<file path="src/rtl/ram_loader_pkg.sv">
// rtl/ram_loader_pkg.sv - SAP bus widths, RAM/MAR control polarities and loader state encoding
package ram_loader_pkg;

  localparam int SAP_ADDR_WIDTH = 4;
  localparam int SAP_DATA_WIDTH = 8;

  // Asserted levels of the SAP RAM/MAR controls; the ram block decodes the same constants.
  localparam logic MAR_CLEAR_ON  = 1'b1;
  localparam logic MAR_LOAD_ON   = 1'b0;
  localparam logic RAM_WRITE_ON  = 1'b0;
  localparam logic RAM_OUTPUT_ON = 1'b0;

  typedef enum logic [3:0] {
    ST_IDLE,
    ST_CLR,
    ST_WAIT,
    ST_ADDR,
    ST_WRITE,
    ST_VADDR,
    ST_VREAD,
    ST_VCHK,
    ST_DONE
  } state_t;

endpackage

</file>
<file path="src/rtl/ram_loader.sv">
// rtl/ram_loader.sv - streams an image into the SAP RAM via MAR-load/write strobes, optional readback check
module ram_loader
  import ram_loader_pkg::*;
#(
  parameter int ADDR_WIDTH = SAP_ADDR_WIDTH,
  parameter int DATA_WIDTH = SAP_DATA_WIDTH,
  parameter bit VERIFY     = 1'b1
) (
  input  logic                  clk,
  input  logic                  clear,
  input  logic                  start,
  input  logic [DATA_WIDTH-1:0] in_data,
  input  logic                  in_valid,
  output logic                  in_ready,
  input  logic [DATA_WIDTH-1:0] bus_in,
  output logic [DATA_WIDTH-1:0] bus_out,
  output logic                  bus_drive,
  output logic                  clear_addr_reg,
  output logic                  load_addr_reg,
  output logic                  write_enable,
  output logic                  output_enable,
  output logic                  busy,
  output logic                  done,
  output logic                  error,
  output logic [DATA_WIDTH-1:0] checksum
);

  state_t                  state, next_state;
  logic [ADDR_WIDTH-1:0]   addr, addr_d;
  logic [DATA_WIDTH-1:0]   byte_q, vsum;
  logic                    last_addr;

  logic                    in_ready_d, bus_drive_d, clear_addr_d, load_addr_d;
  logic                    write_enable_d, output_enable_d, busy_d, done_d;
  logic [DATA_WIDTH-1:0]   bus_out_d;

  assign last_addr = &addr;

  // Outputs are decoded from next_state and registered, so every strobe is a clean one-cycle pulse.
  always_ff @(posedge clk) begin
    if (clear) begin
      state          <= ST_IDLE;
      in_ready       <= 1'b0;
      bus_out        <= '0;
      bus_drive      <= 1'b0;
      clear_addr_reg <= ~MAR_CLEAR_ON;
      load_addr_reg  <= ~MAR_LOAD_ON;
      write_enable   <= ~RAM_WRITE_ON;
      output_enable  <= ~RAM_OUTPUT_ON;
      busy           <= 1'b0;
      done           <= 1'b0;
    end else begin
      state          <= next_state;
      in_ready       <= in_ready_d;
      bus_out        <= bus_out_d;
      bus_drive      <= bus_drive_d;
      clear_addr_reg <= clear_addr_d;
      load_addr_reg  <= load_addr_d;
      write_enable   <= write_enable_d;
      output_enable  <= output_enable_d;
      busy           <= busy_d;
      done           <= done_d;
    end
  end

  always_comb begin
    next_state = state;
    unique case (state)
      ST_IDLE:  if (start) next_state = ST_CLR;
      ST_CLR:   next_state = ST_WAIT;
      ST_WAIT:  if (in_valid) next_state = ST_ADDR;
      ST_ADDR:  next_state = ST_WRITE;
      ST_WRITE: begin
        if (!last_addr)  next_state = ST_WAIT;
        else if (VERIFY) next_state = ST_VADDR;
        else             next_state = ST_DONE;
      end
      ST_VADDR: next_state = ST_VREAD;
      ST_VREAD: next_state = last_addr ? ST_VCHK : ST_VADDR;
      ST_VCHK:  next_state = ST_DONE;
      ST_DONE:  if (start) next_state = ST_CLR;
      default:  next_state = ST_IDLE;
    endcase
  end

  always_comb begin
    addr_d = addr;
    case (state)
      ST_CLR:             addr_d = '0;
      ST_WRITE, ST_VREAD: addr_d = addr + 1'b1;
      default:            ;
    endcase
  end

  always_comb begin
    in_ready_d      = 1'b0;
    bus_drive_d     = 1'b0;
    bus_out_d       = '0;
    clear_addr_d    = ~MAR_CLEAR_ON;
    load_addr_d     = ~MAR_LOAD_ON;
    write_enable_d  = ~RAM_WRITE_ON;
    output_enable_d = ~RAM_OUTPUT_ON;
    busy_d          = 1'b1;
    done_d          = 1'b0;
    case (next_state)
      ST_IDLE:  busy_d = 1'b0;
      ST_CLR:   clear_addr_d = MAR_CLEAR_ON;
      ST_WAIT:  in_ready_d = 1'b1;
      ST_ADDR, ST_VADDR: begin
        bus_drive_d = 1'b1;
        bus_out_d   = DATA_WIDTH'(addr_d);
        load_addr_d = MAR_LOAD_ON;
      end
      ST_WRITE: begin
        bus_drive_d    = 1'b1;
        bus_out_d      = byte_q;
        write_enable_d = RAM_WRITE_ON;
      end
      // Bus is released here so the RAM can drive it without contention.
      ST_VREAD: output_enable_d = RAM_OUTPUT_ON;
      ST_DONE: begin
        busy_d = 1'b0;
        done_d = 1'b1;
      end
      default:  ;
    endcase
  end

  always_ff @(posedge clk) begin
    if (clear) begin
      addr     <= '0;
      byte_q   <= '0;
      checksum <= '0;
      vsum     <= '0;
      error    <= 1'b0;
    end else begin
      addr <= addr_d;
      case (state)
        ST_CLR: begin
          checksum <= '0;
          error    <= 1'b0;
        end
        ST_WAIT: begin
          if (in_valid) begin
            byte_q   <= in_data;
            checksum <= checksum + in_data;
          end
        end
        ST_WRITE: if (last_addr) vsum <= '0;
        ST_VREAD: vsum <= vsum + bus_in;
        ST_VCHK:  error <= (vsum != checksum);
        default:  ;
      endcase
    end
  end

endmodule

</file>
<file path="config.mk">
export PLATFORM = sky130hd
export DESIGN_NAME = ram_loader
export DESIGN_NICKNAME = d
export VERILOG_FILES = /design/src/rtl/ram_loader_pkg.sv /design/src/rtl/ram_loader.sv
export SDC_FILE = /design/constraint.sdc
export NUM_CORES = 1
export LEC_CHECK = 0
export ABC_AREA = 1
export CAP_MARGIN = 20
export CORE_UTILIZATION = 48
export DETAILED_ROUTE_END_ITERATION = 10
export PLACE_DENSITY = 0.76
export SLEW_MARGIN = 20
export SYNTH_ARGS = -nofsm -noshare
export SYNTH_HDL_FRONTEND = slang
export SYNTH_SLANG_ARGS = --single-unit
</file>
<file path="constraint.sdc">
create_clock -name clk -period 1.4 [get_ports clk]
set_input_delay 0.28 -clock clk [delete_from_list [all_inputs] [get_ports clk]]
set_output_delay 0.28 -clock clk [all_outputs]
set_load 0.005 [all_outputs]
</file>
==> results of run 1 <==
==> worst min-delay path: stages <==
cell	delay [ns]
sky130_fd_sc_hd__dlymetal6s2s_1	0.14
sky130_fd_sc_hd__o21ai_0	0.11
sky130_fd_sc_hd__a21oi_1	0.10
==> placed cells by master, fill, tap and decap left out, types with 2 or more instances in the layout <==
master,count
sky130_fd_sc_hd__a21oi_1,31
sky130_fd_sc_hd__a21oi_2,10
sky130_fd_sc_hd__a21oi_4,2
sky130_fd_sc_hd__buf_4,47
sky130_fd_sc_hd__buf_6,4
sky130_fd_sc_hd__clkbuf_8,5
sky130_fd_sc_hd__clkdlybuf4s50_1,5
sky130_fd_sc_hd__clkinvlp_4,3
sky130_fd_sc_hd__dfxtp_1,29
sky130_fd_sc_hd__dfxtp_2,13
sky130_fd_sc_hd__dfxtp_4,7
sky130_fd_sc_hd__dlygate4sd2_1,26
sky130_fd_sc_hd__dlymetal6s2s_1,12
sky130_fd_sc_hd__fa_2,2
sky130_fd_sc_hd__ha_4,14
sky130_fd_sc_hd__inv_1,35
sky130_fd_sc_hd__inv_2,8
sky130_fd_sc_hd__inv_4,3
sky130_fd_sc_hd__nand2_1,68
sky130_fd_sc_hd__nand2_2,13
sky130_fd_sc_hd__nand2_4,9
sky130_fd_sc_hd__nand3_1,17
sky130_fd_sc_hd__nand3_2,10
sky130_fd_sc_hd__nand3_4,2
sky130_fd_sc_hd__nand3b_1,3
sky130_fd_sc_hd__nand4_1,9
sky130_fd_sc_hd__nor2_1,25
sky130_fd_sc_hd__nor2_2,3
sky130_fd_sc_hd__nor2_4,6
sky130_fd_sc_hd__nor3_1,2
sky130_fd_sc_hd__nor3_2,2
sky130_fd_sc_hd__o21ai_0,8
sky130_fd_sc_hd__o21ai_1,3
sky130_fd_sc_hd__o21ai_2,2
sky130_fd_sc_hd__or2_2,2
sky130_fd_sc_hd__or2_4,2
sky130_fd_sc_hd__xor2_1,5
==> routing by layer <==
| layer | global-route usage | wire, um |
|---|---|---|
| met4 | 0.0712 | 85 |
| met1 | 0.310 | 3230 |
| met3 | 0.0446 | 325 |
| met2 | 0.447 | 3840 |
| met5 | 0 | 0 |
==> power groups by stage <==
stage	registers (W)	logic, W	clock network (W)
finish	0.00147	0.000722	0.000879
CTS	0.00147	0.000638	0.000891
detailed placement	0.00150	0.000602	0
floorplan	0.00151	0.000322	0
global placement	0.00150	0.000594	0
global route	0.00148	0.000787	0.000948
==> how the worst max path moves through the flow <==
stage | start | endpoint | slack (ns)
floorplan | checksum[3] | checksum[5] | 0.005
global placement | in_data[2] | checksum[5] | -0.45
detailed placement | in_data[0] | checksum[4] | -0.49
CTS | vsum[0] | vsum[4] | -0.12
global route | vsum[0] | vsum[4] | -0.12
finish | vsum[0] | vsum[4] | -0.07
==> stage by stage <==
stage	util	setup WS, ns	power (W)	hold slack (ns)	area (um^2)
finish	0.794	-0.0666	0.00307	0.351	4110
global route	0.794	-0.118	0.00321	0.386	4110
CTS	0.741	-0.116	0.00300	0.447	3830
detailed placement	0.678	-0.489	0.00210	0.432	3510
global placement	0.678	-0.445	0.00209	0.428	3510
floorplan	-	0.00481	0.00183	0.416	2660
==> kinds of logic (layout without fill, tap and decap cells) <==
kind of cell / Yosys count / count (layout) / synth area share
adder cells (fa/ha/maj): 17 / 17 / 0.0867
AO/OA/AOI/OAI: 60 / 60 / 0.118
XOR/XNOR: 6 / 6 / 0.0200
AND/OR/NAND/NOR: 177 / 177 / 0.323
flip-flops: 49 / 49 / 0.374
buffers and inverters: 53 / 152 / 0.0786
==> area by class of cell <==
cell class / instances / area [um^2] / area share
flip-flops and latches: 49 / 1020 / 0.249
clock buffers: 5 / 68.8 / 0.0168
inverters: 48 / 195 / 0.0475
repair buffers: 96 / 851 / 0.207
well taps: 70 / 87.6 / 0.0213
clock inverters: 3 / 25.0 / 0.00609
multi-input cells: 260 / 1860 / 0.452
==> what timing repair did <==
action	in CTS	in global routing
gates resized for setup	86	74
cloned	0	0
setup buffers	5	5
hold endpoints to repair	0	0
setup endpoints to repair	33	32
pin swaps	29	47
==> results.md, run 1 <==
Run status:
- The run finished, with violations left.
- The checks that failed: negative setup slack.

Die:
- After floorplanning, the core was sized to cover 5170 um^2.
- The number of placement rows is 26.
- The die is 76.0 um tall.
- The die width is 76.0 um.
- The die covers 5770 um^2.
- In this run the count of I/O pins placed on the die edge is 45.
- For this configuration, the core starts out at a cell density of 0.507.

Critical path:
- The critical path runs through a total of 8 cells.
- The endpoint of the most critical register-to-register path is vsum[4].
- Setup slack on the worst reg-to-reg path comes out at -0.07 ns.
- Traced cell by cell, the critical path runs through ha_4 -> fa_2 -> nand2_2 -> a21oi_4 -> nor2_2 -> nand2_1 -> nand3_2 -> a21oi_2.
- Measured in cells, the most critical reg-to-reg path has a length of 8.
- The largest individual stage delay along the critical path comes from the cell sky130_fd_sc_hd__fa_2.
- The startpoint type of the worst setup path is a register.
- The kind of critical path is register to register.
- The maximum fanout count along the critical path is 4.
- The number of buffers and inverters on the critical path is 0.
- The required time of the worst setup path is 1.60 ns.
- The arrival time reported for the critical path endpoint is 1.67 ns.
- In this run the critical register-to-register path is launched from vsum[0].
- Grouping stages by cell kind, the critical path spends the most delay in adder cells.
- For this run, the slowest stage of the critical path takes 0.37 ns.
- The critical path endpoint category is a register.

GRT:
- The number of antenna violations at the first check in global routing is 0.
- Entering global routing, the biggest net connects 35 pins.
- The number of global-route vias before repair is 2525.
- The global-route wire length before repair is 11700 um.
- The total overflow left after global routing is 0.
- For this run, the total global-route usage over all layers was measured as 0.252.

Placement:
- The cell count after placement is 515.
- The final RePlAce weighted congestion is 0.885.
- The total half-perimeter wirelength after legalization and detailed placement is 4690 um.
- The count of buffers from port buffering is 44.

Pwr:
- The total power density per cell area is 748 nW/um^2.
- The net switching power figure is 0.000944 W.
- VDD sags by at most 0.597 mV.
- Of the total power, the share spent switching nets is 0.307.
- Internal power comes to 0.00213 W.
- Of the total power, the clock network draws 0.286.
- Of the total power, combinational logic draws 0.235.
- The leakage power total is 1.91 nW.
- The fraction of power consumed by sequential logic is 0.479.

Routing:
- The per-cell routed wire length is 14.1 um.
- Detailed routing inserted a total of 2756 vias.
- The count of antenna-violating nets left after detailed routing is 0.
- The DRC violation count after routing is 0.
- The final layout contains routed wiring with a total length of 7470 um.
- Using the TritonRoute via totals, the vias-per-cell ratio works out to 5.19.
- Before antenna repair, the detailed router went through 4 iterations.
- The detailed router finished its first iteration with 163 violations.

Layout:
- For this run, the number of standard cells in the final layout without fillers is 531.
- The post-layout net count is 497.
- The number of antenna diodes in the final layout is 0.
- The synthesis-to-finish area growth is 56.5%.
- The filler cells instantiated in the layout total 319.
- The proportion of layout cells with a drive suffix above 1 is 0.384.

Timing:
- The final-layout setup total negative slack is -0.133 ns.
- The achievable clock frequency is 0.682 GHz.
- The slew at the pin closest to its max-slew limit is 0.266 ns.
- Setup repair after global routing could not meet its margin everywhere.
- The minimum period implied by the final worst setup slack is 1.47 ns.
- The remaining max-slew budget at the tightest pin is 0.822.
- Setup violations remaining at the end of the flow were counted as 5.
- The final worst-path cycle share is 1.05.
- On the final layout, the worst clock skew is 0.00450 ns.
- The number of slew-limit violations in the final report was 0.
- The worst path setup slack after routing is -0.0666 ns.
- The final hold violation count is 0.

CTS:
- Hold repair after CTS inserted 0 buffers.
- After clock tree synthesis, the clock-pin slew on the worst setup and hold paths is 0.10 ns.
- The tree is rooted in a sky130_fd_sc_hd__clkbuf_8.
- For this design, the sink count on the clock tree is 49.
- CTS built an H-tree with a depth of 2.
- Clock latency on the worst-skew pair, taken at its later pin, is 0.31 ns.
- The maximum buffer depth of the clock tree is 2.
- TritonCTS built the clock tree.
- The number of buffers inserted during clock tree synthesis is 5.

Synth:
- The dominant synthesized flop cell is sky130_fd_sc_hd__dfxtp_1.
- The cell area after synthesis is 2630 um^2.
- The mean area per synthesized cell is 7.25 um^2.
- The Yosys warning count is 0.
- The total of flip-flops plus latches after synthesis is 49.
- The commonest cells after synthesis are sky130_fd_sc_hd__nand2_1 (80), sky130_fd_sc_hd__dfxtp_1 (49), sky130_fd_sc_hd__a21oi_1 (43).
- By area the synthesized netlist is led by sky130_fd_sc_hd__dfxtp_1 (37%), sky130_fd_sc_hd__nand2_1 (11%), sky130_fd_sc_hd__a21oi_1 (8.2%), sky130_fd_sc_hd__ha_1 (7.1%), sky130_fd_sc_hd__inv_1 (6.0%).
- The library cell with the highest instance count after synthesis is sky130_fd_sc_hd__nand2_1.
- The number of flops mapped to enable cells by yosys is 0.
- For this run, asynchronously set or reset flops after synthesis account for 0.
- Synthesis handed over a netlist of 362 instances.
- The netlist uses 31 different library cells.
- For this run, the register share of the synthesized area comes to 0.374.
- The dominant cell type by area after synthesis is sky130_fd_sc_hd__dfxtp_1.
- The number of nets in the synthesized netlist is 399.
- The proportion of netlist area held by the largest area contributor is 0.374.

Worst hold path:
- The worst hold path belongs to the class input pin to register.
- The number of instances on the worst hold path is 3.
- The worst hold path begins at in_data[6].
- The worst min-delay path endpoint is byte_q[6].

Flow run:
- Max-cap violations in this run came to 0.
(Power assumes the default switching activity.)
==> inputs of run 2 (changes only) <==
--- a/config.mk
+++ b/config.mk
@@ -7,9 +7,9 @@
 export LEC_CHECK = 0
 export ABC_AREA = 1
 export CAP_MARGIN = 20
-export CORE_UTILIZATION = 48
+export CORE_UTILIZATION = 55
 export DETAILED_ROUTE_END_ITERATION = 10
-export PLACE_DENSITY = 0.76
+export PLACE_DENSITY = 0.82
 export SLEW_MARGIN = 20
 export SYNTH_ARGS = -nofsm -noshare
 export SYNTH_HDL_FRONTEND = slang
==> constraint.sdc (replaced) <==
create_clock -name clk -period 1.8 [get_ports clk]
set_input_delay 0.36 -clock clk [delete_from_list [all_inputs] [get_ports clk]]
set_output_delay 0.36 -clock clk [all_outputs]
set_load 0.005 [all_outputs]
==> run 2 against run 1 <==
The flow finishes with violations (design-rule violations). Design area shrank 18%. Critical endpoint is now checksum[1]. Utilization shrank 4.1 points. Clock power shrank 25%. First-iteration DRC count shrank 21%. Non-clock buffer count shrank 31. Critical path depth shrank 7. Register-to-register slack gained 0.24 ns. Largest power group unchanged. Sequential power shrank 22%. Critical path type is now register to output pin.
==> results.md, run 2 (synthesis gave the netlist of run 1 again) <==
Run status:
- The flow ran to the end, but the final reports show violations.
- The checks that failed: design-rule violations.

CTS:
- Hold repair after CTS inserted 0 buffers.
- The clock sink total is 49.
- TritonCTS created 5 clock buffers.
- The insertion delay to the later sink of the worst-skew pair is 0.31 ns.
- The library cell used as clock root buffer is sky130_fd_sc_hd__clkbuf_8.
- The number of setup buffers added after CTS is 0.
- After clock tree synthesis, the clock-pin slew on the worst setup and hold paths is 0.09 ns.
- Post-CTS repair changed the size of 0 cells.
- The maximum level of the CTS H-tree is 2.
- Counting along the longest clock path gives a buffer depth of 2.
- TritonCTS built the clock tree.

Critical path:
- The critical path goes through clkdlybuf4s50_1.
- The top cell family by delay on the critical path is buffers and inverters.
- The kind of critical path is register to output pin.
- The startpoint type of the worst setup path is a register.
- The critical path endpoint category is an output pin.
- The arrival time reported for the critical path endpoint is 1.36 ns.
- In this run the worst path has a maximum fanout of 6.
- The slowest library cell on the worst path is sky130_fd_sc_hd__clkdlybuf4s50_1.
- The number of buffers and inverters on the critical path is 1.
- The largest single stage delay on the critical path is 0.56 ns.
- STA puts the critical path data required time at 1.44 ns.

Timing:
- Setup violations remaining at the end of the flow were counted as 0.
- The achievable clock frequency is 0.582 GHz.
- The slew at the pin closest to its max-slew limit is 0.352 ns.
- The number of slew-limit violations in the final report is 0.
- The final-layout setup total negative slack is 0 ns.
- The worst path setup slack after routing is 0.0826 ns.
- The final hold violation count was 0.
- The final worst-path cycle share is 0.954.
- The tightest hold path in the finished design has a slack of 0.445 ns.
- The clock arrives with 0.00568 ns of skew.
- Setup repair after global routing left no endpoint under its margin.
- The minimum period implied by the final worst setup slack is 1.72 ns.
- The remaining max-slew budget at the tightest pin is 0.765.

Layout:
- Of the cells placed in the final design, the portion with a size suffix greater than 1 is 0.135.
- The number of non-filler instances in the completed layout is 482.
- In the final design database the tool counted 466 nets.
- The area growth from synthesis to layout is 28.4%.
- The most common library cell in the layout ignoring fill and taps is sky130_fd_sc_hd__nand2_1.
- The total inserted antenna cells is 0.
- Fill cells in the final layout number 353.
- Leaving out fill and tap cells, the most frequent cells in the layout are sky130_fd_sc_hd__nand2_1 (80), sky130_fd_sc_hd__dfxtp_1 (49), sky130_fd_sc_hd__clkdlybuf4s50_1 (44), sky130_fd_sc_hd__a21oi_1 (43), sky130_fd_sc_hd__inv_1 (42).

Routing:
- The per-cell routed wire length is 12.6 um.
- After detailed routing, the total wire length is 6090 um.
- The average via count per standard cell is 5.22.
- The count of antenna-violating nets left after detailed routing is 0.
- The number of vias after detailed routing is 2517.
- The detailed router's first-iteration violation count is 128.
- The DRC violation count after routing is 3.
- The first-pass detailed-route iteration total is 7.

Die:
- The die footprint is 5050 um^2.
- The die width is 71.1 um.
- Pin placement for this block handled 45 I/O pins.
- The effective utilization at floorplan is 0.587.
- After floorplanning, the core was divided into 24 placement rows.
- The floorplan step set the die height to 71.1 um.
- The standard cell core area is 4470 um^2.

Flow run:
- Max-cap violations in this run came to 0.

Placement:
- The cell count after placement is 474.
- The post-placement setup slack is -0.246 ns.
- Summed over all nets, the half-perimeter wirelength after detailed placement is 4610 um.
- The count of buffers added on input and output ports is 44.
- Routability-driven placement finished with a final weighted congestion of 0.851.

GRT:
- The number of global-route vias before repair is 2236.
- The pin count of the biggest net entering global routing is 35.
- The number of antenna violations at the first check in global routing is 0.
- The global-route usage over all layers is 0.253.
- The global-route wire length before repair is 10000 um.
- Global routing finished with a remaining overflow of 0.

Pwr:
- IR analysis of the VDD net gives a maximum drop of 0.398 mV.
- For this design the static power due to leakage is 1.46 nW.
- Dividing total power by cell area gives a power density of 664 nW/um^2.

Worst hold path:
- The type of the tightest min-delay check is register to register.
==> run 2: cell types whose count changed in the layout (fill, tap and decap cells not counted), moves of 13 or more <==
cell and delta:
sky130_fd_sc_hd__clkdlybuf4s50_1 +39, sky130_fd_sc_hd__buf_4 -26, sky130_fd_sc_hd__dlygate4sd2_1 -26, sky130_fd_sc_hd__dfxtp_1 +20, sky130_fd_sc_hd__dfxtp_2 -13, sky130_fd_sc_hd__ha_1 +13, sky130_fd_sc_hd__ha_4 -13
==> run 2: cell type report <==
cell class | instances | area (um^2) | share of cell area
Clock inverter | 3 | 22.5 | 0.00668
Multi-Input combinational cell | 260 | 1460 | 0.432
Inverter | 48 | 180 | 0.0535
Clock buffer | 5 | 68.8 | 0.0204
Sequential cell | 49 | 981 | 0.291
Tap cell | 52 | 65.1 | 0.0193
Timing Repair Buffer | 65 | 598 | 0.177
==> run 2: power breakdown <==
| part | switching, W | internal [W] | total (W) |
|---|---|---|---|
| Sequential | 0.0000286 | 0.00112 | 0.00115 |
| Clock | 0.000387 | 0.000273 | 0.000660 |
| Combinational | 0.000228 | 0.000202 | 0.000430 |
| Total | 0.000644 | 0.00159 | 0.00224 |
==> run 2: worst paths after layout <==
path               start  slack [ns]  cells after the start          end
max          checksum[1]        0.08                      1  checksum[1]
min            byte_q[6]        0.45                      2   bus_out[6]
max reg2reg     state[1]        0.17                      9  checksum[1]
min reg2reg    byte_q[6]        0.45                      2   bus_out[6]
==> run 2: per-layer routing <==
metal | global-route usage | up-vias | wire, um | share of wire
li1 | - | 1310 | - | -
met1 | 0.320 | 1137 | 2840 | 0.47
met2 | 0.432 | 57 | 2930 | 0.48
met3 | 0.0513 | 13 | 211 | 0.035
met4 | 0.0844 | 0 | 100 | 0.016
met5 | 0 | - | 0 | 0
==> run 2: metrics by stage <==
step                      utilization  total power [W]  area [um^2]
after floorplan                     -          0.00141         2630
after global placement          0.729          0.00158         3260
after detailed placement        0.729          0.00159         3260
after CTS                       0.749          0.00224         3350
after global routing            0.753          0.00235         3370
final                           0.753          0.00224         3370
==> inputs of run 3 (changes only) <==
--- a/config.mk
+++ b/config.mk
@@ -8,9 +8,9 @@
 export ABC_AREA = 1
 export CAP_MARGIN = 20
 export CORE_UTILIZATION = 55
+export CTS_CLUSTER_DIAMETER = 150
 export DETAILED_ROUTE_END_ITERATION = 10
 export PLACE_DENSITY = 0.82
-export SLEW_MARGIN = 20
 export SYNTH_ARGS = -nofsm -noshare
 export SYNTH_HDL_FRONTEND = slang
 export SYNTH_SLANG_ARGS = --single-unit
==> results of run 3 <==
The final DEF is identical to that of run 2; final timing and power are the same.
